### src/rtl/mano_pkg.sv
// Shared encodings for the Mano basic-computer control unit:
// bus sources, ALU selects, opcode values and register-ref bit positions.
package mano_pkg;

   typedef enum logic [2:0] {
      BUS_NONE = 3'd0,
      BUS_AR   = 3'd1,
      BUS_PC   = 3'd2,
      BUS_DR   = 3'd3,
      BUS_AC   = 3'd4,
      BUS_IR   = 3'd5,
      BUS_TR   = 3'd6,
      BUS_MEM  = 3'd7
   } bus_sel_e;

   typedef enum logic [2:0] {
      ALU_AND  = 3'd0,
      ALU_ADD  = 3'd1,
      ALU_PASS = 3'd2,
      ALU_CMA  = 3'd3
   } alu_op_e;

   localparam logic [2:0] OP_AND = 3'd0;
   localparam logic [2:0] OP_ADD = 3'd1;
   localparam logic [2:0] OP_LDA = 3'd2;
   localparam logic [2:0] OP_STA = 3'd3;
   localparam logic [2:0] OP_BUN = 3'd4;
   localparam logic [2:0] OP_BSA = 3'd5;
   localparam logic [2:0] OP_ISZ = 3'd6;
   localparam logic [2:0] OP_REG = 3'd7;

   localparam int RR_CLA = 11;
   localparam int RR_CMA = 9;
   localparam int RR_INC = 5;
   localparam int RR_SPA = 4;
   localparam int RR_SNA = 3;
   localparam int RR_SZA = 2;
   localparam int RR_HLT = 0;

   localparam logic [15:0] IO_ION = 16'hF080;
   localparam logic [15:0] IO_IOF = 16'hF040;

   localparam logic [3:0] SC_T3 = 4'd3;

endpackage

### src/rtl/bus_control_unit_seq_counter.sv
// 4-bit sequence counter: sync active-low reset, clr over inc.
// Ports: clk, rst_n, clr, inc in; cnt out.
module seq_counter (
   input  logic       clk,
   input  logic       rst_n,
   input  logic       clr,
   input  logic       inc,
   output logic [3:0] cnt
);

   logic [3:0] r_cnt;

   always_ff @(posedge clk) begin
      if (!rst_n)
         r_cnt <= 4'd0;
      else if (clr)
         r_cnt <= 4'd0;
      else if (inc)
         r_cnt <= r_cnt + 4'd1;
   end

   assign cnt = r_cnt;

endmodule

### src/rtl/bus_control_unit.sv
// Hardwired control for the Mano basic computer: decodes sc, I, D, IR
// and status into bus/register/memory strobes. Ports: clk, rst_n, ir,
// dr_zero, ac_zero, ac_sign, irq in; bus_sel, register controls,
// alu_op, mem_rd/mem_wr, sc, halted, ien out. Macro INTERRUPT_EN adds
// ION/IOF, the R flip-flop and the interrupt cycle.
module bus_control_unit
   import mano_pkg::*;
(
   input  logic        clk,
   input  logic        rst_n,
   input  logic [15:0] ir,
   input  logic        dr_zero,
   input  logic        ac_zero,
   input  logic        ac_sign,
   input  logic        irq,
   output logic [2:0]  bus_sel,
   output logic        ar_ld,
   output logic        ar_inc,
   output logic        ar_clr,
   output logic        pc_ld,
   output logic        pc_inc,
   output logic        pc_clr,
   output logic        dr_ld,
   output logic        dr_inc,
   output logic        ac_ld,
   output logic        ac_inc,
   output logic        ac_clr,
   output logic        ir_ld,
   output logic        tr_ld,
   output logic [2:0]  alu_op,
   output logic        mem_rd,
   output logic        mem_wr,
   output logic [3:0]  sc,
   output logic        halted,
   output logic        ien
);

   logic       r_i;
   logic [2:0] r_d;
   logic       r_halted;
   bus_sel_e   w_bus;
   alu_op_e    w_alu;
   logic       w_sc_inc;
   logic       w_sc_clr;
   logic       w_latch;
   logic       w_set_halt;
   logic       w_unused;
`ifdef INTERRUPT_EN
   logic       r_ien;
   logic       r_r;
   logic       w_ien_set;
   logic       w_ien_clr;
   logic       w_r_clr;
`endif

   seq_counter u_sc (
      .clk   (clk),
      .rst_n (rst_n),
      .clr   (w_sc_clr),
      .inc   (w_sc_inc),
      .cnt   (sc)
   );

   always_comb begin
      w_bus      = BUS_NONE;
      w_alu      = ALU_AND;
      ar_ld      = 1'b0;
      ar_inc     = 1'b0;
      ar_clr     = 1'b0;
      pc_ld      = 1'b0;
      pc_inc     = 1'b0;
      pc_clr     = 1'b0;
      dr_ld      = 1'b0;
      dr_inc     = 1'b0;
      ac_ld      = 1'b0;
      ac_inc     = 1'b0;
      ac_clr     = 1'b0;
      ir_ld      = 1'b0;
      tr_ld      = 1'b0;
      mem_rd     = 1'b0;
      mem_wr     = 1'b0;
      w_sc_inc   = 1'b0;
      w_sc_clr   = 1'b0;
      w_latch    = 1'b0;
      w_set_halt = 1'b0;
`ifdef INTERRUPT_EN
      w_ien_set  = 1'b0;
      w_ien_clr  = 1'b0;
      w_r_clr    = 1'b0;
`endif
      if (!rst_n) begin
         w_sc_clr = 1'b1;
      end else if (r_halted) begin
         w_sc_clr = 1'b1;
      end
`ifdef INTERRUPT_EN
      else if (r_r && (sc < SC_T3)) begin
         // Interrupt cycle replaces fetch while R is pending.
         w_sc_inc = 1'b1;
         case (sc)
            4'd0: begin
               ar_clr = 1'b1;
               w_bus  = BUS_PC;
               tr_ld  = 1'b1;
            end
            4'd1: begin
               w_bus  = BUS_TR;
               mem_wr = 1'b1;
               pc_clr = 1'b1;
            end
            default: begin
               pc_inc    = 1'b1;
               w_ien_clr = 1'b1;
               w_r_clr   = 1'b1;
               w_sc_clr  = 1'b1;
            end
         endcase
      end
`endif
      else begin
         w_sc_inc = 1'b1;
         case (sc)
            4'd0: begin
               w_bus = BUS_PC;
               ar_ld = 1'b1;
            end
            4'd1: begin
               w_bus  = BUS_MEM;
               mem_rd = 1'b1;
               ir_ld  = 1'b1;
               pc_inc = 1'b1;
            end
            4'd2: begin
               w_bus   = BUS_IR;
               ar_ld   = 1'b1;
               w_latch = 1'b1;
            end
            4'd3: begin
               if (r_d != OP_REG) begin
                  if (r_i) begin
                     w_bus  = BUS_MEM;
                     mem_rd = 1'b1;
                     ar_ld  = 1'b1;
                  end
               end else if (!r_i) begin
                  w_sc_clr = 1'b1;
                  if (ir[RR_CLA]) begin
                     ac_clr = 1'b1;
                  end else if (ir[RR_CMA]) begin
                     ac_ld = 1'b1;
                     w_alu = ALU_CMA;
                  end else if (ir[RR_INC]) begin
                     ac_inc = 1'b1;
                  end
                  pc_inc = (ir[RR_SPA] && !ac_sign)
                         | (ir[RR_SNA] && ac_sign)
                         | (ir[RR_SZA] && ac_zero);
                  w_set_halt = ir[RR_HLT];
               end else begin
                  w_sc_clr = 1'b1;
`ifdef INTERRUPT_EN
                  w_ien_set = (ir == IO_ION);
                  w_ien_clr = (ir == IO_IOF);
`endif
               end
            end
            4'd4: begin
               case (r_d)
                  OP_AND, OP_ADD, OP_LDA, OP_ISZ: begin
                     w_bus  = BUS_MEM;
                     mem_rd = 1'b1;
                     dr_ld  = 1'b1;
                  end
                  OP_STA: begin
                     w_bus    = BUS_AC;
                     mem_wr   = 1'b1;
                     w_sc_clr = 1'b1;
                  end
                  OP_BUN: begin
                     w_bus    = BUS_AR;
                     pc_ld    = 1'b1;
                     w_sc_clr = 1'b1;
                  end
                  OP_BSA: begin
                     w_bus  = BUS_PC;
                     mem_wr = 1'b1;
                     ar_inc = 1'b1;
                  end
                  default: w_sc_clr = 1'b1;
               endcase
            end
            4'd5: begin
               case (r_d)
                  OP_AND, OP_ADD, OP_LDA: begin
                     ac_ld    = 1'b1;
                     w_sc_clr = 1'b1;
                     case (r_d)
                        OP_AND:  w_alu = ALU_AND;
                        OP_ADD:  w_alu = ALU_ADD;
                        default: w_alu = ALU_PASS;
                     endcase
                  end
                  OP_BSA: begin
                     w_bus    = BUS_AR;
                     pc_ld    = 1'b1;
                     w_sc_clr = 1'b1;
                  end
                  OP_ISZ:  dr_inc   = 1'b1;
                  default: w_sc_clr = 1'b1;
               endcase
            end
            4'd6: begin
               w_sc_clr = 1'b1;
               if (r_d == OP_ISZ) begin
                  w_bus  = BUS_DR;
                  mem_wr = 1'b1;
                  pc_inc = dr_zero;
               end
            end
            default: w_sc_clr = 1'b1;
         endcase
      end
   end

   always_ff @(posedge clk) begin
      if (!rst_n) begin
         r_i      <= 1'b0;
         r_d      <= 3'd0;
         r_halted <= 1'b0;
      end else begin
         if (w_latch) begin
            r_i <= ir[15];
            r_d <= ir[14:12];
         end
         if (w_set_halt)
            r_halted <= 1'b1;
      end
   end

`ifdef INTERRUPT_EN
   always_ff @(posedge clk) begin
      if (!rst_n) begin
         r_ien <= 1'b0;
         r_r   <= 1'b0;
      end else begin
         if (w_ien_clr)
            r_ien <= 1'b0;
         else if (w_ien_set)
            r_ien <= 1'b1;
         if (w_r_clr)
            r_r <= 1'b0;
         else if ((sc >= SC_T3) && r_ien && irq)
            r_r <= 1'b1;
      end
   end

   assign ien = r_ien;
`else
   assign ien = 1'b0;
`endif

   // NOP register-ref bits; irq only matters with interrupts built in.
   assign w_unused = ^{irq, ir[10], ir[8:6], ir[1]};

   assign bus_sel = w_bus;
   assign alu_op  = w_alu;
   assign halted  = r_halted;

endmodule

### config.mk
export PLATFORM = sky130hd
export DESIGN_NAME = bus_control_unit
export DESIGN_NICKNAME = d
export VERILOG_FILES = /design/src/rtl/mano_pkg.sv /design/src/rtl/bus_control_unit_seq_counter.sv /design/src/rtl/bus_control_unit.sv
export SDC_FILE = /design/constraint.sdc
export NUM_CORES = 1
export LEC_CHECK = 0
export ABC_AREA = 1
export BUFFER_PORTS_ARGS = -buffer_cell sky130_fd_sc_hd__buf_2
export CORE_ASPECT_RATIO = 1.1
export CORE_UTILIZATION = 42
export CTS_BUF_LIST = sky130_fd_sc_hd__clkbuf_2
export DETAILED_ROUTE_END_ITERATION = 6
export GPL_ROUTABILITY_DRIVEN = 1
export HOLD_SLACK_MARGIN = 0.03
export PLACE_DENSITY = 0.77
export SLEW_MARGIN = 20
export SYNTH_ARGS = -nofsm -noshare
export SYNTH_HDL_FRONTEND = slang
export SYNTH_HIERARCHICAL = 1
export SYNTH_SLANG_ARGS = --single-unit
### constraint.sdc
create_clock -name clk -period 1.4 [get_ports clk]
set_clock_uncertainty 0.2 [all_clocks]
set_input_delay 0 -clock clk [delete_from_list [all_inputs] [get_ports clk]]
set_output_delay 0 -clock clk [all_outputs]
set_load 0.005 [all_outputs]
==> impl_results.md, run 1 <==
- Via count: roughly 1400
- Die W: 46.95 µm
- 1st-iter DRT viols: 56
- Antenna violations before repair: 0
- # H-tree levels: 1
- Worst min path class: input pin to output pin
- Fin. Hold Viols: 0
- Register area: roughly 210 µm²
- CP peak stage delay: around 0.41 ns
- Fraction of layout cells with a size suffix above 1: 0.6128
- Clock root cell: clkbuf_2
- Post-synth ARST share: 0
- Vias in the first global route: ~1300
- EDFF count, synth: 0
- Failing checks: negative setup slack
- Initial Util: 0.4571
- Maximum number of pins on one net before global-route repair: 14
- Max-cap viol count: 0
- Met1 wire length: about 1.5 mm
- Wire length on met2: 1.937 mm
- Run status: finished with violations
- Die span in y: just over 50 µm
- Die area: approximately 2400 µm²
- Critical path required time: between 1 and 1.5 ns
- Fin. max-slew vios: 0
- Clock latency reported for the late side of the worst-skew pair: around 0.25 ns
- Crit-path max FO: 5
- GPL Wtd Cong: 0.8386
- Critical Path, Cell by Cell: nand2_4 > inv_2 > nand2_4 > nor2_4 > buf_6 > inv_1 > nor3_1 > buf_2
- Clock transition at path regs: approximately 0.080 ns
- DRT antenna net count: 0
- Final core utilization: 0.8419
- Synth top cells by count: nand2_1 (28), nor2_1 (22), a21oi_1 (17), inv_1 (17), nand3_1 (11)
- Global Route Usage Sum: 0.3139
- Setup CP Type: flop to output pin
- Multi-input logic area: around 820 µm²
- Area leader, netlist: dfxtp_1
- Final WL: approximately 3.8 mm
- Cells after DPL: approximately 240
- Synth Cell Area: 933.4 µm²
- Clock sink count: 9
- Post-synthesis sequential area ratio: 0.1930
- IO Count: 49
- Final Worst Setup Slack: -0.2982 ns
- Global route overflow: 0
- Clock Path Buffers: 2
- Final Non-Filler Cells: approximately 260
- Hold slack: between 0.1 and 0.15 ns
- Layout area overhead: 84.18%
- P_leak: between 0.0008 and 0.0009 µW
- Wire per inst: roughly 14 µm
- Post-Syn Area per Cell: ~6.1 µm²
- Tcrit/Tclk final: 1.213
- Main synth FF type: dfxtp_1
- Cell Rows: 17
- Layout Nets: 259
- Dominant cell by count in the synthesized netlist: nand2_1
- Pwr Density: between 300 and 400 nW/µm²
- Fill count: approximately 140
- Startpoint class of the critical path: flop
- Unrepaired setup endpoints after global routing: yes
- First-pass GRT wire length: 5.368 mm
- Slowest cell on crit path: dfxtp_4
- Post-DR vias/cell: 5.202
- Max Freq: roughly 590 MHz
- DRC viols: 0
- TritonCTS clock tree: yes
- Met3 Wirelength: approximately 200 µm
- Min Tclk post-route: roughly 1.7 ns
- Uppermost layer routed: met4
- Nature of the critical path endpoint: output pin
- CTS Buf Count: 3
- Arr. time, crit path: around 1.5 ns
- First-pass DRT Iterations: 4
- Setup TNS: -4.063 ns
- Port Buffers: 37
- Setup-failing EPs final: 22
- Worst VDD drop: 0.4370 mV
- Syn Inst Count: roughly 150
- Yosys warns: 6
- DP HPWL: 2.435 mm
- Ant. Diodes: 0
- CP Buf/Inv Count: 4
- Synth area leaders: dfxtp_1 (19%), nand2_1 (11%), a21oi_1 (9.1%)
- Synth unique cells: 25
- Core ar.: 2042 µm²
- Post-synth top area share: 0.1930
- Crit path max-delay family: simple AND/OR/NAND/NOR gates
- CP most frequent cell: nand2_4
- Yosys reg bits: 9
-- path summary, 6_finish.rpt --
path                            start                  endpoint  slack (ns)  depth (start not counted)
min                            ir[11]                    ac_clr        0.13                          4
max          u_sc/cnt[0]$_SDFFE_PP0P_                    ac_clr       -0.30                          8
min reg2reg  u_sc/cnt[3]$_SDFFE_PP0P_  u_sc/cnt[3]$_SDFFE_PP0P_        0.37                          3
max reg2reg       r_d[1]$_SDFFE_PN0P_  u_sc/cnt[1]$_SDFFE_PP0P_       -0.20                          8
-- per-stage QoR --
stage / setup WS (ns) / power (µW) / area [µm²]
6_report: -0.2982 / 637.7 / 1719
3_3_place_gp: -0.04713 / 417.3 / 1383
2_1_floorplan: -0.01706 / 361.7 / 1001
3_5_place_dp: -0.1797 / 424.8 / 1383
5_1_grt: -0.3708 / 672.4 / 1719
4_1_cts: -0.2359 / 630.7 / 1627
-- where the power goes --
part	internal, µW	switching, µW	leakage, µW	total [µW]
Combinational	97.0	106	0.000738	203
Clock	75.9	93.2	0.0000166	169
Sequential	250	14.9	0.0000791	265
Total	423	215	0.000834	638
-- flip-flops by register name (all words and copies together), names as in the netlist --
register and count:
r_d 3, r_i 1, u_sc/cnt 4, halted 1
-- layout by cell type (no fill, tap or decap), drive strengths merged, types with 2 or more instances in the layout --
master,synthesis,layout
buf,6,72
nand2,33,33
nor2,31,31
inv,22,22
a21oi,17,17
nand3,14,14
dfxtp,9,9
o21ai,9,9
dlygate4sd3,0,8
conb,1,5
clkbuf,0,4
nor3,3,3
o211ai,2,2
nand4,2,2
-- worst min-delay path, cell delays in order --
cell and delay [ns]:
buf_2 0.10, nand2_1 0.06, nor3_1 0.05, buf_2 0.12
-- cell families after synthesis --
logic type | count (synthesis) | share of synthesized area
flops | 9 | 0.1930
compound gates | 29 | 0.1622
simple gates | 85 | 0.4879
fa+ha+maj | 1 | 0.01340
other cells | 1 | 0.004018
buf+inv | 28 | 0.1394
-- repair_timing --
item,4_1_cts,5_1_grt
pin swaps,9,3
hold buffers,8,0
resized for setup,34,18
cloned,0,0
endpoints found under the setup margin,24,26
buffers inserted,2,5
endpoints found under the hold margin,9,0
-- final cells by class --
cell class,instances,area share
multi-input combinational,120,0.4774
timing repair buffer,80,0.3159
sequential,9,0.1223
inverter,22,0.05240
tap,28,0.02038
clock buffer,4,0.01164
-- per-layer routing --
layer	vias to the layer above	global-route usage
li1	655	-
met1	626	0.3662
met2	69	0.5463
met3	18	0.02827
met4	0	0.1571
met5	-	0
No activity file was read; power rests on OpenSTA's default activity.
==> run 2: changes to the inputs <==
--- a/config.mk
+++ b/config.mk
@@ -8,12 +8,14 @@
 export ABC_AREA = 1
 export BUFFER_PORTS_ARGS = -buffer_cell sky130_fd_sc_hd__buf_2
 export CORE_ASPECT_RATIO = 1.1
+export CORE_MARGIN = 4
 export CORE_UTILIZATION = 42
 export CTS_BUF_LIST = sky130_fd_sc_hd__clkbuf_2
 export DETAILED_ROUTE_END_ITERATION = 6
 export GPL_ROUTABILITY_DRIVEN = 1
 export HOLD_SLACK_MARGIN = 0.03
 export PLACE_DENSITY = 0.77
+export SKIP_LAST_GASP = 1
 export SLEW_MARGIN = 20
 export SYNTH_ARGS = -nofsm -noshare
 export SYNTH_HDL_FRONTEND = slang
==> run 2 against run 1 <==
The flow still finishes with violations (negative setup slack). Final area up 4.4%. Sequential power hardly changed. Fmax fell by 8.7%.
==> impl_results.md, run 2 (synthesis results as in run 1) <==
- Run status: finished with violations
- Failing checks: negative setup slack
- Clock group share of total power: 0.291
- Die area: about 3000 µm²
- Tcrit/Tclk final: 1.328
- Pre-CTS worst setup slack: -0.1988 ns
- Crit-path max FO: 5
- Most common cell after layout, fill and taps aside: buf_2
- First-pass GRT wire length: approximately 5.7 mm
- Fin. max-slew vios: 0
- DRC viols: 0
- CP Buf/Inv Count: 3
- Core ar.: between 2000 and 2500 µm²
- Setup TNS: -6.397 ns
- Via count: between 1500 and 2000
- First-pass DRT Iterations: 5
- Clock root cell: clkbuf_2
- Net Sw Power: 264.2 µW
- Slowest cell on crit path: dfxtp_4
- Fill count: 108
- Maximum number of pins on one net before global-route repair: 14
- Global Route Usage Sum: 0.2459
- Nature of the critical path endpoint: output pin
- Fraction of layout cells with a size suffix above 1: 0.6345
- DRT antenna net count: 0
- Die W: ~53 µm
- Fin. Hold Viols: 0
- Clock Path Buffers: 2
- Max Freq: ~540 MHz
- Number of flip-flops in the largest register: 4
- Internal power: 427.0 µW
- Crit path depth: 7
- Antenna violations before repair: 0
- Post-DR vias/cell: about 5.9
- R2r setup slk: -0.32 ns
- Die span in y: 57.45 µm
- Pwr Density: between 300 and 400 nW/µm²
- Clock transition at path regs: ~0.12 ns
- R2R Path Start: u_sc/cnt[2]$_SDFFE_PP0P_
- Layout Nets: approximately 260
- IO Count: just under 50
- Startpoint class of the critical path: flop
- DP HPWL: approximately 2.4 mm
- GPL Wtd Cong: about 0.95
- Critical Path, Cell by Cell: buf_12 > nand2_4 > nor2_4 > buf_6 > nand3_1 > a21oi_2 > buf_2
- Crit path max-delay family: flip-flops
- Vias in the first global route: approximately 1300
- Clock sink count: 9
- Crit path from: u_sc/cnt[2]$_SDFFE_PP0P_
- Wire per inst: roughly 19 µm
- Unrepaired setup endpoints after global routing: yes
- Leading cell types in the layout, fill and taps excluded: buf_2 (37), buf_4 (31), nand2_1 (20)
- Final Worst Setup Slack: -0.4596 ns
- Final WL: approximately 5 mm
- Critical path required time: roughly 1.2 ns
- CP peak stage delay: about 0.44 ns
- Clock latency reported for the late side of the worst-skew pair: approximately 0.28 ns
- Switching portion of total power: 0.3823
- 1st-iter DRT viols: 100
- Share of power burned in registers: 0.383
- Logic pwr share: 0.326
- Min Tclk post-route: between 1.5 and 2 ns
- TritonCTS clock tree: yes
- Power Total: roughly 700 µW
- R2R Path End: u_sc/cnt[0]$_SDFFE_PP0P_
- # H-tree levels: 1
- R2R cell count: 9
- Port Buffers: 37
- Cell Rows: 17
- Worst min path class: input pin to output pin
- CTS Buf Count: 3
- CP endpoint: alu_op[0]
- Max-cap viol count: 0
- Initial Util: 0.4524
- P_leak: roughly 0.00089 µW
- Global route overflow: 0
- Arr. time, crit path: approximately 1.7 ns
- Layout area overhead: 92.23%
- Hold Path Origin: ir[5]
- Setup-failing EPs final: 23
- Setup CP Type: flop to output pin
- Worst VDD drop: slightly above 0.4 mV
- Ant. Diodes: 0
## run 2: cell count changes in the layout (fill, tap and decap cells not counted), sizes merged
cell | previous run | this run
buf | 72 | 76
dlygate4sd3 | 8 | 7
## run 2: power by group through the flow
stage / registers, µW / clock network, µW / logic (µW)
after global placement: 270 / 0 / 151
after CTS: 263 / 172 / 187
final: 265 / 201 / 225
after floorplan: 268 / 0 / 93.3
after global routing: 266 / 228 / 240
after detailed placement: 270 / 0 / 157
## run 2: layout make-up
cell class / count / area (µm²) / area share
Sequential cell: 9 / 210.2 / 0.1172
Timing Repair Buffer: 83 / 586.8 / 0.3271
Inverter: 22 / 92.59 / 0.05160
Tap cell: 28 / 35.03 / 0.01953
Multi-Input combinational cell: 120 / 849.6 / 0.4735
Clock buffer: 4 / 20.02 / 0.01116
## run 2: worst register-to-register path, stage by stage (launching register included)
cell,delay (ns)
dfxtp_4,0.41
buf_12,0.14
nand2_4,0.07
nor2_4,0.05
buf_6,0.11
a21oi_2,0.10
o211ai_1,0.11
nor2_2,0.17
o21ai_1,0.11
a21oi_1,0.17
## run 2: worst min path at each step
| stage | endpoint | depth (start not counted) | slack [ns] |
|---|---|---|---|
| after floorplan | ac_clr | 2 | -0.11 |
| after global routing | u_sc/cnt[1]$_SDFFE_PP0P_ | 5 | 0.17 |
| after detailed placement | r_d[0]$_SDFFE_PN0P_ | 3 | 0.07 |
| after CTS | ac_inc | 4 | 0.14 |
| after global placement | r_i$_SDFFE_PN0P_ | 3 | 0.06 |
| final | ac_inc | 4 | 0.14 |
## run 2: routing by layer
| metal | vias to the layer above | global-route usage | part of all wire |
|---|---|---|---|
| li1 | 664 | - | - |
| met2 | 150 | 0.4450 | 0.47 |
| met3 | 52 | 0.01828 | 0.099 |
| met1 | 704 | 0.2940 | 0.34 |
| met5 | - | 0 | 0 |
| met4 | 0 | 0.09124 | 0.091 |
## run 2: what timing repair did
item | 4_1_cts | 5_1_grt
gates resized for setup | 31 | 31
endpoints found under the setup margin | 22 | 25
cloned | 0 | 0
buffers inserted | 7 | 4
endpoints found under the hold margin | 5 | 0
hold buffers | 7 | 0
pin swaps | 10 | 16
## run 2: through the flow
step	util	hold WS, ns	std cells	area (µm²)
floorplan	-	-0.1120	157	1001
detailed placement	0.6701	0.07390	244	1383
global route	0.8696	0.1655	266	1794
global placement	0.6701	0.06187	244	1383
finish	0.8696	0.1419	266	1794
CTS	0.7962	0.1356	262	1643
==> run 3: changes to the inputs <==
--- a/config.mk
+++ b/config.mk
@@ -11,6 +11,7 @@
 export CORE_MARGIN = 4
 export CORE_UTILIZATION = 42
 export CTS_BUF_LIST = sky130_fd_sc_hd__clkbuf_2
+export CTS_CLUSTER_SIZE = 12
 export DETAILED_ROUTE_END_ITERATION = 6
 export GPL_ROUTABILITY_DRIVEN = 1
 export HOLD_SLACK_MARGIN = 0.03
==> constraint.sdc (replaced) <==
create_clock -name clk -period 1.4 [get_ports clk]
set_clock_uncertainty 0.2 [all_clocks]
set_input_delay 0 -clock clk [delete_from_list [all_inputs] [get_ports clk]]
set_output_delay 0 -clock clk [all_outputs]
set_load 0.02 [all_outputs]
==> run 3 against run 2 <==
The run still ends with negative setup slack left. Register-to-register slack worse by 0.02 ns. Setup slack better by 0.062 ns. Cell count down 1.9%. Fmax up 3.4%. Global-route usage up 0.37 points. Routed wire length down 11%. Sequential power about the same. Highest routed layer unchanged.
==> impl_results.md, run 3 (synthesis results as in run 1) <==
- Final Worst Setup Slack: -0.3977 ns
- Antenna violations before repair: 0
- R2R Path End: u_sc/cnt[0]$_SDFFE_PP0P_
- Maximum number of pins on one net before global-route repair: 14
- Vias in the first global route: approximately 1300
- R2R cell count: 9
- Switching portion of total power: 0.3572
- Die W: 52.95 µm
- Setup CP Type: flop to output pin
- Pre-CTS worst setup slack: -0.2292 ns
- IO Count: a little under 50
- CP endpoint: bus_sel[2]
- Crit path from: u_sc/cnt[1]$_SDFFE_PP0P_
- First-pass DRT Iterations: 4
- DP HPWL: between 2 and 2.5 mm
- Startpoint class of the critical path: flop
- Via count: 1437
- Cells after DPL: around 240
- Die span in y: 57.45 µm
- Crit-path max FO: 5
- DP Area: between 1000 and 1500 µm²
- Wire per inst: around 17 µm
- R2r setup slk: -0.34 ns
- Post-DR vias/cell: about 5.5
- Final WL: roughly 4.4 mm
- 1st-iter DRT viols: 77
- Multi-input logic area: between 800 and 900 µm²
- Min Tclk post-route: ~1.8 ns
- Global Route Usage Sum: 0.2496
- CP peak stage delay: between 0.3 and 0.4 ns
- Clock transition at path regs: 0.09 ns
- Clock sink count: 9
- Worst min path class: input pin to output pin
- Tcrit/Tclk final: 1.284
- Layout area overhead: 91.69%
- Number of flip-flops in the largest register: 4
- Internal power: 428.9 µW
- DRT antenna net count: 0
- Cell Rows: 17
- Critical path required time: 1.20 ns
- # H-tree levels: 1
- Ant. Diodes: 0
- Register area: approximately 210 µm²
- P_leak: approximately 0.00081 µW
- Setup-failing EPs final: 23
- Max Freq: roughly 560 MHz
- TritonCTS clock tree: yes
- Slowest cell on crit path: dfxtp_4
- Arr. time, crit path: 1.60 ns
- Crit path max-delay family: simple AND/OR/NAND/NOR gates
- Clock group share of total power: 0.242
- Run status: finished with violations
- Initial Util: 0.4524
- Clock root cell: clkbuf_2
- Clock Path Buffers: 2
- Setup TNS: -5.624 ns
- Logic pwr share: 0.364
- Global route overflow: 0
- CP Buf/Inv Count: 2
- Crit path depth: 7
- Core ar.: between 2000 and 2500 µm²
- Share of power burned in registers: 0.394
- Net Sw Power: between 200 and 250 µW
- Most common cell after layout, fill and taps aside: buf_4
- Die area: 3042 µm²
- Clock latency reported for the late side of the worst-skew pair: about 0.24 ns
- Fraction of layout cells with a size suffix above 1: 0.6094
- Critical Path, Cell by Cell: buf_4 > nor2_4 > nand3_1 > nor2_1 > nor2_1 > a21oi_1 > buf_4
- First-pass GRT wire length: ~5.7 mm
- Leading cell types in the layout, fill and taps excluded: buf_4 (35), buf_2 (21), nand2_1 (19)
- R2R Path Start: u_sc/cnt[0]$_SDFFE_PP0P_
- GPL Wtd Cong: slightly below 0.9
- Worst VDD drop: roughly 0.46 mV
- Layout Nets: roughly 260
- Fin. max-slew vios: 0
- Fin. Hold Viols: 0
- Power Total: between 600 and 700 µW
- Port Buffers: 37
- Nature of the critical path endpoint: output pin
- DRC viols: 0
- Pwr Density: about 370 nW/µm²
- CTS Buf Count: 3
- Unrepaired setup endpoints after global routing: yes
- Final Non-Filler Cells: 261
- Failing checks: negative setup slack
- Post-route design area: between 1500 and 2000 µm²
- Fill count: roughly 110
- Max-cap viol count: 0
==> run 3: how the worst min path moves through the flow <==
stage | start | to | slack, ns | cells past startpoint
final | ir[5] | ac_inc | 0.16 | 4
after global routing | ir[5] | ac_inc | 0.18 | 4
after CTS | ir[11] | ac_clr | 0.16 | 4
after detailed placement | ir[13] | r_d[1]$_SDFFE_PN0P_ | 0.08 | 3
after global placement | ir[15] | r_i$_SDFFE_PN0P_ | 0.06 | 3
after floorplan | rst_n | r_d[1]$_SDFFE_PN0P_ | -0.07 | 2
==> run 3: cell type report <==
| cell class | count | share of cell area |
|---|---|---|
| inverters | 22 | 0.05315 |
| multi-input cells | 120 | 0.4601 |
| flip-flops and latches | 9 | 0.1175 |
| repair buffers | 78 | 0.3385 |
| clock buffers | 4 | 0.01119 |
| well taps | 28 | 0.01958 |
==> run 3: worst reg2reg max path, delay by kind of cell, from the launching register on <==
family          cells  cell delay, ns
compound gates      4            0.49
buf+inv             2            0.26
flops               1            0.37
simple gates        3            0.34
==> run 3: routing by layer <==
metal	global-route usage	wire (µm)
met3	0.03133	326
met4	0.1131	228
met1	0.2563	1494
met2	0.4805	2374
met5	0	0
==> run 3: power by group through the flow <==
stage          clock network [µW]  logic, µW  registers [µW]
3_5_place_dp                    0        179             271
2_1_floorplan                   0        115             274
5_1_grt                       185        262             264
3_3_place_gp                    0        174             271
4_1_cts                       169        221             262
6_report                      161        243             263
==> run 3: timing repair <==
item                       in CTS  in global routing
setup buffers                   2                  5
hold buffers                    8                  0
hold endpoints to repair        9                  0
setup endpoints to repair      23                 26
cloned                          0                  0
resized for setup              60                 14
pin swaps                      11                 13
==> run 3: metrics by stage <==
stage / hold slack, ns / util
final: 0.1639 / 0.8672
after global routing: 0.1817 / 0.8672
after CTS: 0.1588 / 0.8235
after global placement: 0.06486 / 0.6719
after floorplan: -0.06910 / -
after detailed placement: 0.08210 / 0.6719
